### config.mk
export PLATFORM = sky130hd
export DESIGN_NAME = fifo_writer
export DESIGN_NICKNAME = d
export VERILOG_FILES = /design/src/rtl/fifo_writer_pkg.sv /design/src/rtl/fifo_writer_skid.sv /design/src/rtl/fifo_writer.sv
export SDC_FILE = /design/constraint.sdc
export NUM_CORES = 1
export LEC_CHECK = 0
export ABC_CLOCK_PERIOD_IN_PS = 8300
export CORE_ASPECT_RATIO = 0.8
export CORE_UTILIZATION = 53
export CTS_CLUSTER_DIAMETER = 200
export DETAILED_ROUTE_END_ITERATION = 8
export PLACE_DENSITY = 0.88
export SYNTH_ARGS = -nofsm -noshare
export SYNTH_HDL_FRONTEND = slang
export SYNTH_SLANG_ARGS = --single-unit
export TNS_END_PERCENT = 10
### constraint.sdc
create_clock -name clk -period 8.3 [get_ports clk]
set_input_delay 1.66 -clock clk [delete_from_list [all_inputs] [get_ports clk]]
set_output_delay 1.66 -clock clk [all_outputs]
set_load 0.02 [all_outputs]
### src/rtl/fifo_writer_pkg.sv
`default_nettype none
// ----------------------------------------------------------------------------
// Module      : fifo_writer_pkg
// Description : Shared constants for the FIFO write-side adapter: default
//               widths and the skid-buffer occupancy state encoding.
// Revision    : 1.0 - initial release
// ----------------------------------------------------------------------------
package fifo_writer_pkg;

  localparam int DEF_DWIDTH = 32;
  localparam int DEF_CWIDTH = 16;

  // Occupancy of the 2-entry skid buffer
  localparam logic [1:0] OCC_EMPTY = 2'd0;
  localparam logic [1:0] OCC_ONE   = 2'd1;
  localparam logic [1:0] OCC_TWO   = 2'd2;

endpackage
`default_nettype wire

### src/rtl/fifo_writer_skid.sv
`default_nettype none
// ----------------------------------------------------------------------------
// Module      : hs_skid_buf
// Description : 2-entry skid buffer. Input ready is decoded purely from the
//               occupancy register so it carries no combinational path from
//               the output side. Head entry is always the oldest word.
// Revision    : 1.0 - initial release
// ----------------------------------------------------------------------------
module hs_skid_buf
  import fifo_writer_pkg::*;
#(
  parameter int DWIDTH = DEF_DWIDTH
) (
  input  logic              clk,
  input  logic              rst,
  input  logic              i_in_valid,
  output logic              o_in_ready,
  input  logic [DWIDTH-1:0] i_in_data,
  output logic              o_out_valid,
  input  logic              i_out_take,
  output logic [DWIDTH-1:0] o_out_data,
  output logic              o_empty
);

  logic [1:0]        r_state;
  logic [DWIDTH-1:0] r_head;
  logic [DWIDTH-1:0] r_entry1;
  logic              w_in_xfer;
  logic              w_out_xfer;

  assign o_in_ready  = (r_state != OCC_TWO);
  assign o_out_valid = (r_state != OCC_EMPTY);
  assign o_empty     = (r_state == OCC_EMPTY);
  assign o_out_data  = r_head;

  assign w_in_xfer   = i_in_valid & o_in_ready;
  // A take while empty cannot happen from the top, but is masked anyway
  assign w_out_xfer  = i_out_take & o_out_valid;

  // Occupancy FSM and entry registers; entry1 only ever shifts into head
  always_ff @(posedge clk or posedge rst) begin
    if (rst) begin
      r_state  <= OCC_EMPTY;
      r_head   <= '0;
      r_entry1 <= '0;
    end else begin
      case (r_state)
        OCC_EMPTY: begin
          if (w_in_xfer) begin
            r_head  <= i_in_data;
            r_state <= OCC_ONE;
          end
        end
        OCC_ONE: begin
          if (w_in_xfer && w_out_xfer) begin
            // Head leaves this edge, incoming word takes its place
            r_head <= i_in_data;
          end else if (w_in_xfer) begin
            r_entry1 <= i_in_data;
            r_state  <= OCC_TWO;
          end else if (w_out_xfer) begin
            r_state <= OCC_EMPTY;
          end
        end
        OCC_TWO: begin
          if (w_out_xfer) begin
            r_head  <= r_entry1;
            r_state <= OCC_ONE;
          end
        end
        default: begin
          r_state <= OCC_EMPTY;
        end
      endcase
    end
  end

endmodule
`default_nettype wire

### src/rtl/fifo_writer.sv
`default_nettype none
// ----------------------------------------------------------------------------
// Module      : fifo_writer
// Description : Producer-side adapter: accepts words over req/ack and writes
//               them to the shared FIFO through a 2-entry skid buffer, gating
//               the write request with fifo_full and counting written words.
// Revision    : 1.0 - initial release
// ----------------------------------------------------------------------------
module fifo_writer
  import fifo_writer_pkg::*;
#(
  parameter int DWIDTH = DEF_DWIDTH,
  parameter int CWIDTH = DEF_CWIDTH
) (
  input  logic              clk,
  input  logic              rst,
  input  logic              i_req_in,
  output logic              o_ack_in,
  input  logic [DWIDTH-1:0] i_data_in,
  input  logic              i_fifo_full,
  output logic              o_req_out,
  input  logic              i_ack_out,
  output logic [DWIDTH-1:0] o_data_out,
  output logic              o_idle,
  output logic [CWIDTH-1:0] o_wr_count
);

  logic              w_buf_valid;
  logic              w_out_xfer;
  logic [CWIDTH-1:0] r_wr_count;

  // fifo_full is the only input allowed to move req_out mid-cycle
  assign o_req_out  = w_buf_valid & ~i_fifo_full;
  // ack_out without a pending request is ignored
  assign w_out_xfer = o_req_out & i_ack_out;
  assign o_wr_count = r_wr_count;

  hs_skid_buf #(
    .DWIDTH (DWIDTH)
  ) u_skid (
    .clk         (clk),
    .rst         (rst),
    .i_in_valid  (i_req_in),
    .o_in_ready  (o_ack_in),
    .i_in_data   (i_data_in),
    .o_out_valid (w_buf_valid),
    .i_out_take  (w_out_xfer),
    .o_out_data  (o_data_out),
    .o_empty     (o_idle)
  );

  // Written-word counter, wraps naturally at 2^CWIDTH
  always_ff @(posedge clk or posedge rst) begin
    if (rst) begin
      r_wr_count <= '0;
    end else if (w_out_xfer) begin
      r_wr_count <= r_wr_count + CWIDTH'(1);
    end
  end

endmodule
`default_nettype wire
After elaboration in Yosys (flattened, before gate mapping)
Cells that the tools add are included.

word-level totals
  register bits after elaboration = 82
  bits of input ports = 37
  output and inout port bits = 51
  logic and storage cells = 36

operators by class
  add/sub/neg operators = 1
  equality and inequality tests = 8
  mux-type cells = 10
  bitwise operators = 6
  reductions and logical operators = 7

operator list
  kind                                                              count
  32-bit two-way mux                                                3
  32-bit case mux with 3 select lines                               1
  16-bit by 1-bit adder with 16-bit output (second input constant)  1
  2-bit two-way mux                                                 5
  4-bit AND reduction                                               2
  2-bit by 1-bit != test with 1-bit output (second input constant)  3
  2-bit case mux with 3 select lines                                1
  1-bit AND                                                         4
  2-bit != test (second input constant)                             2
  3-bit by 1-bit != test with 1-bit output (second input constant)  1
  3-bit AND reduction                                               1
  3-bit nonzero test                                                1
  2-bit by 1-bit == test with 1-bit output (second input constant)  1
  2-bit == test (second input constant)                             1
  2-bit zero test                                                   1
  1-bit inverter                                                    2
  2-bit nonzero test                                                1
  1-bit logical AND                                                 1

Logic depth before layout (Yosys ltp)
  word-level depth = 8
  gate-level depth with buffers = 8
  depth with buffers taken out = 5

By module
Synthesis repeated with hierarchy kept, for this count alone.

unflattened totals
  cell total of the unflattened synthesis = 246
  area total of the unflattened synthesis = 3753.6 um2

by module, submodules not included
  module       instances  cells each  area each (um2)  sequential area each (um2)
  hs_skid_buf  1          185         3015.4           1651.6
  fifo_writer  1          61          738.2            400.4

Worst setup path after synthesis
Ideal clock, no wire load.

  kind = input -> output
  from = input port i_fifo_full
  to = output port o_req_out
  arrival = 1.953 ns
  data required time = 6.640 ns
  slack = 4.687 ns
  cell stages on the path = 1
  buffers on the path = 0
  path through = nor2_1

between the ends
  word-level cells in the longest chain between the ends = 2

ends and longest elaborated chain
  item            RTL line           RTL
  from (decl)     fifo_writer.sv:20  input logic i_fifo_full,
  1-bit inverter  fifo_writer.sv:33  assign o_req_out = w_buf_valid & ~i_fifo_full;
  1-bit AND       fifo_writer.sv:33
  to (decl)       fifo_writer.sv:21  output logic o_req_out,

No other way between the ends.

Worst setup path after layout
Same ends and word-level chain as after synthesis.

==> impl_table.tex <==
\begin{tabular}{lr}
\hline
Metric & Value \\
\hline
\multicolumn{2}{l}{\textbf{Status}} \\
\quad Run status & finished clean \\
\multicolumn{2}{l}{\textbf{Setup path}} \\
\quad Critical path cell sequence & clkdlybuf4s50\_1 > nor2\_1 > clkdlybuf4s50\_1 \\
\quad Worst-path cell with the longest stage delay & clkdlybuf4s50\_1 \\
\quad Capture point of the worst path & o\_req\_out \\
\quad Top Family by Delay on Critical Path & buffers and inverters \\
\quad Crit path launch type & primary input \\
\quad Required time at the endpoint of the critical path & 6.64 ns \\
\quad Reg-to-reg critical path startpoint & u\_skid.r\_state[1] \\
\quad Path depth of the worst reg2reg path & 7 \\
\quad Maximum fanout encountered on the critical timing path & 5 \\
\quad Endpoint arrival time on the critical path & 2.88 ns \\
\quad First element of the critical path & i\_fifo\_full \\
\quad Critical Path Stages & 3 \\
\quad Cell type with the highest occurrence count on the critical path & clkdlybuf4s50\_1 \\
\quad Crit. End Element & primary output \\
\quad Sum of buffers and inverters on the critical path & 2 \\
\quad Capture point of the worst reg-to-reg path & u\_skid.o\_out\_data[31] \\
\quad Slack of the worst reg-to-reg path & 6.11 ns \\
\quad Largest incremental delay on the critical path & 0.61 ns \\
\quad Setup CP Type & in -> out \\
\multicolumn{2}{l}{\textbf{STA}} \\
\quad RSZ-0062 raised after global routing & no \\
\quad Number of failing setup endpoints in the final timing report & 0 \\
\quad Setup TNS Final & 0 ns \\
\quad Least-Margin Pin Slew & 1.00 ns \\
\quad Maximum operating frequency & 220 MHz \\
\quad Worst hold margin & 0.482 ns \\
\quad Shortest period the worst path allows & 4.54 ns \\
\quad Worst-case clock skew & 0.0115 ns \\
\quad Max\_slew headroom & 0.333 \\
\quad Hold violation count in the final report & 0 \\
\quad Max-slew violation count & 0 \\
\quad Final cycle utilization of the critical path & 0.547 \\
\multicolumn{2}{l}{\textbf{Power and ir drop}} \\
\quad Power per cell area & 352 mW/mm\^{}2 \\
\quad Total power consumption of the routed design & 1640 uW \\
\quad Largest voltage drop on the vdd net & 0.253 mV \\
\quad Leakage power & 0.00195 uW \\
\multicolumn{2}{l}{\textbf{GRT}} \\
\quad Vias in the first global route & 2275 \\
\quad GRT Overall Usage & 0.213 \\
\quad Overall overflow remaining after global route & 0 \\
\quad Pin count of the biggest net entering global routing & 83 \\
\quad Global-route wire length before repair & 11200 um \\
\quad Antenna violations before repair & 0 \\
\multicolumn{2}{l}{\textbf{Floorplan}} \\
\quad IO Count & 88 \\
\quad Chip height & 75.0 um \\
\quad Die area & 0.00700 mm\^{}2 \\
\quad FP Rows & 26 \\
\quad Initial Util & 0.551 \\
\quad Core Box Area & 0.00641 mm\^{}2 \\
\quad Width of the die & 93.3 um \\
\multicolumn{2}{l}{\textbf{Clock tree}} \\
\quad CTS resizes & 0 \\
\quad CTS hold repair buffers & 0 \\
\quad Total number of clock tree sinks & 82 \\
\quad Buffers inserted during post-CTS setup optimization & 0 \\
\quad Clk Tree Root Cell & clkbuf\_8 \\
\quad CTS tree & yes \\
\quad Insertion delay to the later sink of the worst-skew pair & 0.35 ns \\
\quad TritonCTS Buffers & 9 \\
\quad Worst-case clock buffer depth & 2 \\
\quad Clock slew seen by the registers of the worst setup and hold paths & 0.08 ns \\
\quad Total number of H-tree levels & 3 \\
\multicolumn{2}{l}{\textbf{Placed design}} \\
\quad Routability congestion estimate & 0.736 \\
\quad Area after detailed placement & 0.00444 mm\^{}2 \\
\quad HPWL reported at the end of detailed placement & 4660 um \\
\quad Buffers on Ports & 87 \\
\multicolumn{2}{l}{\textbf{Routing}} \\
\quad Iter 0 DRT Violations & 133 \\
\quad DRC violation count after routing & 0 \\
\quad Detailed-route vias per instance & 5.29 \\
\quad Final routed wirelength across all metal layers & 7060 um \\
\quad Routed WL per cell & 15.4 um \\
\quad Antenna violation net count after detailed routing & 0 \\
\quad Detailed-routing iteration count for the pre-antenna-repair pass & 4 \\
\quad Number of vias after detailed routing & 2432 \\
\multicolumn{2}{l}{\textbf{Synthesis}} \\
\quad Number of standard cells after synthesis & 286 \\
\quad Top cell type's share of synthesized area & 0.581 \\
\quad Most used standard cells in the synthesized netlist & dfrtp\_1, nand2\_1, mux2\_1, mux2i\_1, o21ai\_1 \\
\quad Top-count cell post-synth & dfrtp\_1 \\
\quad Cell area after technology mapping & 0.00353 mm\^{}2 \\
\quad Post-synthesis cell type with the largest combined area & dfrtp\_1 \\
\quad Async set-or-reset flop fraction in the synthesized netlist & 1.00 \\
\quad Syn Area/Cell & 12.4 um\^{}2 \\
\quad Primary flip-flop cell chosen by synthesis mapping & dfrtp\_1 \\
\quad Sequential fraction of the synthesis area & 0.581 \\
\quad Post-synthesis net count & 324 \\
\quad Count of synthesis-stage warnings from yosys & 0 \\
\quad Yosys cell types & 31 \\
\quad Number of enable-type register cells in the synthesized netlist & 0 \\
\quad Cells taking the most area after synthesis & dfrtp\_1, mux2\_1, mux2i\_1 \\
\quad Post-synthesis register bit count & 82 \\
\multicolumn{2}{l}{\textbf{Final layout}} \\
\quad Layout cell share with drive strength beyond 1 & 0.0745 \\
\quad Final layout net count & 410 \\
\quad Antenna diode count & 0 \\
\quad Design area & 0.00466 mm\^{}2 \\
\quad Layout Area Growth over Synthesis & 32.1\% \\
\multicolumn{2}{l}{\textbf{Job}} \\
\quad Count of maximum capacitance violations & 0 \\
\multicolumn{2}{l}{\textbf{Hold path}} \\
\quad Number of instances on the worst hold path & 1 \\
\quad Worst min-delay path category & reg -> reg \\
\hline
\end{tabular}
==> placed cells by master (no fill, tap or decap) <==
master            n
clkdlybuf4s50_1  87
dfrtp_1          82
nand2_1          38
mux2i_1          32
o21ai_1          32
mux2_1           32
clkbuf_8         11
xnor2_1          10
nand3_1           9
xor2_1            5
nor2_1            5
nand4_1           3
buf_4             3
nor3_1            2
a21oi_1           2
and3_1            2
clkinv_2          2
bufinv_16         2
nor2_2            1
nand2b_1          1
and3b_1           1
nor2b_1           1
o22ai_1           1
nor4_4            1
nor4_2            1
nor2b_4           1
inv_2             1
or3b_2            1
or4bb_1           1
o211a_2           1
and3_2            1
o21bai_1          1
mux2_2            1
ha_1              1
inv_6             1
==> power breakdown <==
part           leakage (uW)  internal, uW  total [uW]  switching (uW)
logic              0.000822           313         640             327
registers           0.00101           571         677             106
clock network      0.000116           185         324             139
==> logic make-up (layout without fill, tap and decap cells) <==
kind of cell	Yosys count	after routing	share of synthesized area
flip-flops	82	82	0.581
AND/OR/NAND/NOR	69	69	0.0967
multiplexers	65	65	0.196
AO/OA/AOI/OAI	37	37	0.0549
buffers and inverters	17	107	0.0308
XOR/XNOR	15	15	0.0372
adder cells (fa/ha/maj)	1	1	0.00354
==> cell type report <==
class                           instances  area (um^2)
Clock buffer                           11          151
Clock inverter                          4         73.8
Fill cell                             446         1740
Inverter                                2         8.76
Multi-Input combinational cell        187         1380
Sequential cell                        82         2050
Tap cell                               84          105
Timing Repair Buffer                   90          893
==> metal layers <==
layer	global-route usage	up-vias	routed length [um]
li1	-	1163	-
met5	0	-	0
met1	0.297	1189	3380
met4	0.0701	0	80
met2	0.320	72	3180
met3	0.0677	8	418
==> state kept, by name (all words and copies together), names as in the netlist <==
register,flops
u_skid.o_out_data,32
u_skid.r_entry1,32
o_wr_count,16
u_skid.r_state,2
==> how the worst min path moves through the flow <==
stage                             startpoint                 end
after floorplan           u_skid.r_entry1[0]  u_skid.r_entry1[0]
after CTS                     o_wr_count[15]      o_wr_count[15]
final                         o_wr_count[15]      o_wr_count[15]
after global routing      u_skid.r_entry1[6]  u_skid.r_entry1[6]
after global placement        o_wr_count[15]      o_wr_count[15]
after detailed placement      o_wr_count[15]      o_wr_count[15]
==> stage by stage <==
step | setup slack (ns) | utilization | cells
global route | 3.71 | 0.728 | 460
floorplan | 4.53 | - | 286
detailed placement | 3.77 | 0.693 | 445
finish | 3.76 | 0.728 | 460
CTS | 3.76 | 0.728 | 460
global placement | 3.78 | 0.693 | 445
(Power assumes the default switching activity.)
==> patch 1 (same flow settings) <==
Make the reset (`rst`) synchronous in 2 clocked blocks.
--- a/src/rtl/fifo_writer_skid.sv
+++ b/src/rtl/fifo_writer_skid.sv
@@ -38,7 +38,7 @@
   assign w_out_xfer  = i_out_take & o_out_valid;
 
   // Occupancy FSM and entry registers; entry1 only ever shifts into head
-  always_ff @(posedge clk or posedge rst) begin
+  always_ff @(posedge clk) begin
     if (rst) begin
       r_state  <= OCC_EMPTY;
       r_head   <= '0;
--- a/src/rtl/fifo_writer.sv
+++ b/src/rtl/fifo_writer.sv
@@ -50,7 +50,7 @@
   );
 
   // Written-word counter, wraps naturally at 2^CWIDTH
-  always_ff @(posedge clk or posedge rst) begin
+  always_ff @(posedge clk) begin
     if (rst) begin
       r_wr_count <= '0;
     end else if (w_out_xfer) begin
Formal check against the unedited RTL: differs if rst is asserted again (counterexample within 4 cycles, from zero or initial values and one cycle with rst high); with rst held inactive, the same outputs for 10 cycles.
==> patch 1 against the unedited design <==
Final area shrank 3.0%. Hold slack lost 0.026 ns. Final cell count grew 19%. Sequential cell count is the same. Wire length grew 19%. Sequential share of layout area shrank 7.7 points. Setup slack lost 0.00068 ns. Die area shrank 3.4%. Area after synthesis shrank 3.5%. Critical path depth is the same.
Power is not compared: it rests on default switching activity, and its combinational part moved more than twofold at a synthesized area within 25%.
==> patch 1: results (changes against the unedited design) <==
- Layout cell share with drive strength beyond 1: 5.36% (was 7.45%)
- Setup slack at placement: 3.39 ns (was 3.77 ns)
- Via count: 3,098 (was 2,432)
- Worst hold endpoint: u_skid.r_entry1[11]$_SDFFE_PP0P_ (was o_wr_count[15]$_DFFE_PP0N_)
- Global-route wire length before repair: 13.3 mm (was 11.2 mm)
- Hold Path Depth: 2 (was 1)
- Drt first pass iters: 5 (was 4)
- Max-Cap Viols: 0 (unchanged)
- GPL Wtd Cong: 0.768 (was 0.736)
- Status: finished clean (unchanged)
- Crit Path Max Fanout: 3 (was 5)
- Synth top area cells: dfxtp_1, mux2i_1, nand2_1 (was dfrtp_1, mux2_1, mux2i_1)
- R2R Path Start: u_skid.r_state[0]$_SDFFE_PP0P_ (was u_skid.r_state[1]$_DFFE_PP0P_)
- Global-route usage over all layers: 25.5% (was 21.3%)
- FMAX: 220 MHz (about the same)
- Max clock buf depth: 2 (unchanged)
- Finished Layout Cells: 547 (was 460)
- Reg clk slew, reported paths: 0.08 ns (about the same)
- Resized Gates After CTS: 0 (unchanged)
- Crit path max-delay family: buffers and inverters (unchanged)
- Clock network power: roughly 0.32 mW
- Fraction of registers with async set/reset: 0% (was 100%)
- Largest net degree at the start of global routing: 84 (was 83)
- Reg2reg setup slack: 5.16 ns (was 6.11 ns)
- Worst r2r dst: u_skid.o_out_data[30]$_SDFFE_PP0P_ (was u_skid.o_out_data[31]$_DFFE_PP0P_)
- Sequential cell area fraction in the yosys report: 48.1% (was 58.1%)
- Diodes inserted: 0 (unchanged)
- Starting DRT DRC Count: 177 (was 133)
- Post-placement cell area: 4280 sq um (was 4440 sq um)
- H-tree Lvls: 3 (unchanged)
- Nets: 499 (was 410)
- Hold Path Origin: u_skid.r_entry1[11]$_SDFFE_PP0P_ (was o_wr_count[15]$_DFFE_PP0N_)
- Power Combinational: between 0.15 and 0.2 mW
- Most used DFF post-synth: dfxtp_1 (was dfrtp_1)
- DP HPWL: 5.32 mm (was 4.66 mm)
- Clk Latency, worst-skew pair: 0.36 ns
- Synth top cells by count: dfxtp_1, nand2_1, a21oi_1, a211oi_1, nor3_1 (was dfrtp_1, nand2_1, mux2_1, mux2i_1, o21ai_1)
- Worst Reg-to-Reg Cells: 6 (was 7)
- Synth Area per Inst: 8.68 sq um (was 12.4 sq um)
- Cell variety after synth: 33 (was 31)
- Slowest cell on the critical path: clkdlybuf4s50_1 (unchanged)
- Setup Skew: 0.00968 ns (was 0.0115 ns)
- Rel. slew slack: 18.8% (was 33.3%)
- Largest stage delay on the critical path: 0.63 ns (was 0.61 ns)
- Post-Route WL: 8.40 mm (was 7.06 mm)
- CP most frequent cell: clkdlybuf4s50_1 (unchanged)
- Vias in the first global route: 2,828 (was 2,275)
- Postcts setup bufs: 0 (unchanged)
- Initial antenna violation count: 0 (unchanged)
- Syn Nets: 431 (was 324)
- # placed instances: 530 (was 445)
## patch 1: cell type report
type	instances	area (sq um)
multi-input cells	276	1640
inverters	1	3.75
well taps	81	101
flip-flops and latches	82	1640
clock inverters	5	77.6
repair buffers	91	916
clock buffers	11	141
fillers	448	1540
## patch 1: stage by stage
stage | hold WS (ns) | total power, mW
global placement | 0.441 | 0.595
CTS | 0.456 | 0.912
finish | 0.456 | 0.911
detailed placement | 0.446 | 0.599
floorplan | 0.436 | 0.528
global route | 0.476 | 0.948
## patch 1: routing by layer
metal / part of all wire (%) / GRT usage [%] / up-vias
li1: - / - / 1524
met1: 46 / 33.2 / 1441
met2: 46 / 40.3 / 120
met3: 6.9 / 8.70 / 13
met4: 1.3 / 7.58 / 0
met5: 0 / 0 / -
## patch 1: cells by family (layout without fill, tap and decap cells)
group	Yosys count	in the layout	synth area share, %
flops	82	82	48.1
fa+ha+maj	1	1	0.367
xor+xnor	7	7	1.80
simple gates	150	150	20.4
mux	33	33	9.72
buf+inv	35	108	4.15
compound gates	85	85	15.4
==> patch 2 (config.mk and constraints unchanged) <==
Made on the original files. Set the package constant `DEF_DWIDTH` to 48 (it was 32).
--- a/src/rtl/fifo_writer_pkg.sv
+++ b/src/rtl/fifo_writer_pkg.sv
@@ -7,7 +7,7 @@
 // ----------------------------------------------------------------------------
 package fifo_writer_pkg;
 
-  localparam int DEF_DWIDTH = 32;
+  localparam int DEF_DWIDTH = 48;
   localparam int DEF_CWIDTH = 16;
 
   // Occupancy of the 2-entry skid buffer
Interface: changed (resized i_data_in and o_data_out); port bits go from 88 to 120. The function was not compared with the original's and may differ.
==> patch 2 against the unedited design <==
The run now ends with design-rule violations left. Sequential cell count rose by 32. Power increased by 74%. Critical path depth unchanged. Synthesized cell count increased by 50%. Final area increased by 49%. Non-clock buffer count is 33 higher. Critical path type unchanged. First-iteration DRC count grew 130%. Via count grew 47%. Register-to-register slack got worse by 0.50 ns. Fmax is 1.1% higher. Setup slack better by 0.048 ns. Global-route usage rose by 2.9 points. Area after synthesis rose by 46%. Wire length is 58% higher.
==> patch 2: results (changes against the unedited design) <==
- Final worst slack: 3.80 ns (was 3.76 ns)
- Min Hold Slack: 0.483 ns (was 0.482 ns)
- Synth top cells by count: nand2_1, dfrtp_1, mux2_2, mux2_4, xnor2_1 (was dfrtp_1, nand2_1, mux2_1, mux2i_1, o21ai_1)
- GPL Wtd Cong: 0.769 (was 0.736)
- Psw: 0.931 mW (was 0.572 mW)
- Synth top area cells: dfrtp_1, mux2_2, nand2_1 (was dfrtp_1, mux2_1, mux2i_1)
- Global-route usage over all layers: 24.1% (was 21.3%)
- Count of buffers from port buffering: 119 (was 87)
- Syn Nets: 483 (was 324)
- Vias in the first global route: 3,795 (was 2,275)
- Worst r2r dst: u_skid.o_out_data[0]$_DFFE_PP0P_ (was u_skid.o_out_data[31]$_DFFE_PP0P_)
- Clock Tree Root: clkbuf_16 (was clkbuf_8)
- Reg2reg setup slack: 5.61 ns (was 6.11 ns)
- Clk Latency, worst-skew pair: 0.40 ns (was 0.35 ns)
- Rel. slew slack: 37.3% (was 33.3%)
- Crit Path Max Fanout: 3 (was 5)
- Nets: 604 (was 410)
- Sequential cell area fraction in the yosys report: 55.4% (was 58.1%)
- Setup Skew: 0.0136 ns (was 0.0115 ns)
- Failing checks: design-rule violations
- Synth Area per Inst: 12.0 sq um (was 12.4 sq um)
- Mux contribution to synthesized area: 23.6% (was 19.6%)
- DRC Markers: 9 (was 0)
- Largest net degree at the start of global routing: 64 (was 83)
- Post-Route WL: 11.2 mm (was 7.06 mm)
- P per Cell Area: 409 nW/um^2 (was 352 nW/um^2)
- Reg clk slew, reported paths: 0.05 ns (was 0.08 ns)
- Status: complete, but fails checks (was finished clean)
- Synth Area in Adders: 0.243% (was 0.354%)
- Sequential fraction of design power: 34.3% (was 41.3%)
- Synth Area in Compound Gates: 0.730% (was 5.49%)
- Clk network pwr share: 25.3% (was 19.7%)
- Via count: 3,567 (was 2,432)
patch 2: changes by cell type after synthesis, sizes merged, moves of 2 or more:
cell / change
and3: -2
nand2: +113
nand3: -3
dfrtp: +32
and4: +2
clkbuf: +6
xnor2: +2
o21ai: -31
mux2: +65
mux2i: -32
xor2: -2
nor2: -3
patch 2: area by class of cell:
| cell class | count | area, sq um |
|---|---|---|
| Sequential cell | 114 | 2850 |
| Fill cell | 616 | 2260 |
| Multi-Input combinational cell | 292 | 2140 |
| Timing Repair Buffer | 123 | 1220 |
| Clock buffer | 21 | 460 |
| Tap cell | 115 | 144 |
| Clock inverter | 11 | 135 |
| Inverter | 2 | 10.0 |
patch 2: metal layers:
layer	global-route usage [%]	vias to the layer above	wire length, um
li1	-	1667	-
met1	29.1	1796	4750
met2	41.3	96	5770
met3	6.81	8	556
met4	8.67	0	99
met5	0	-	0
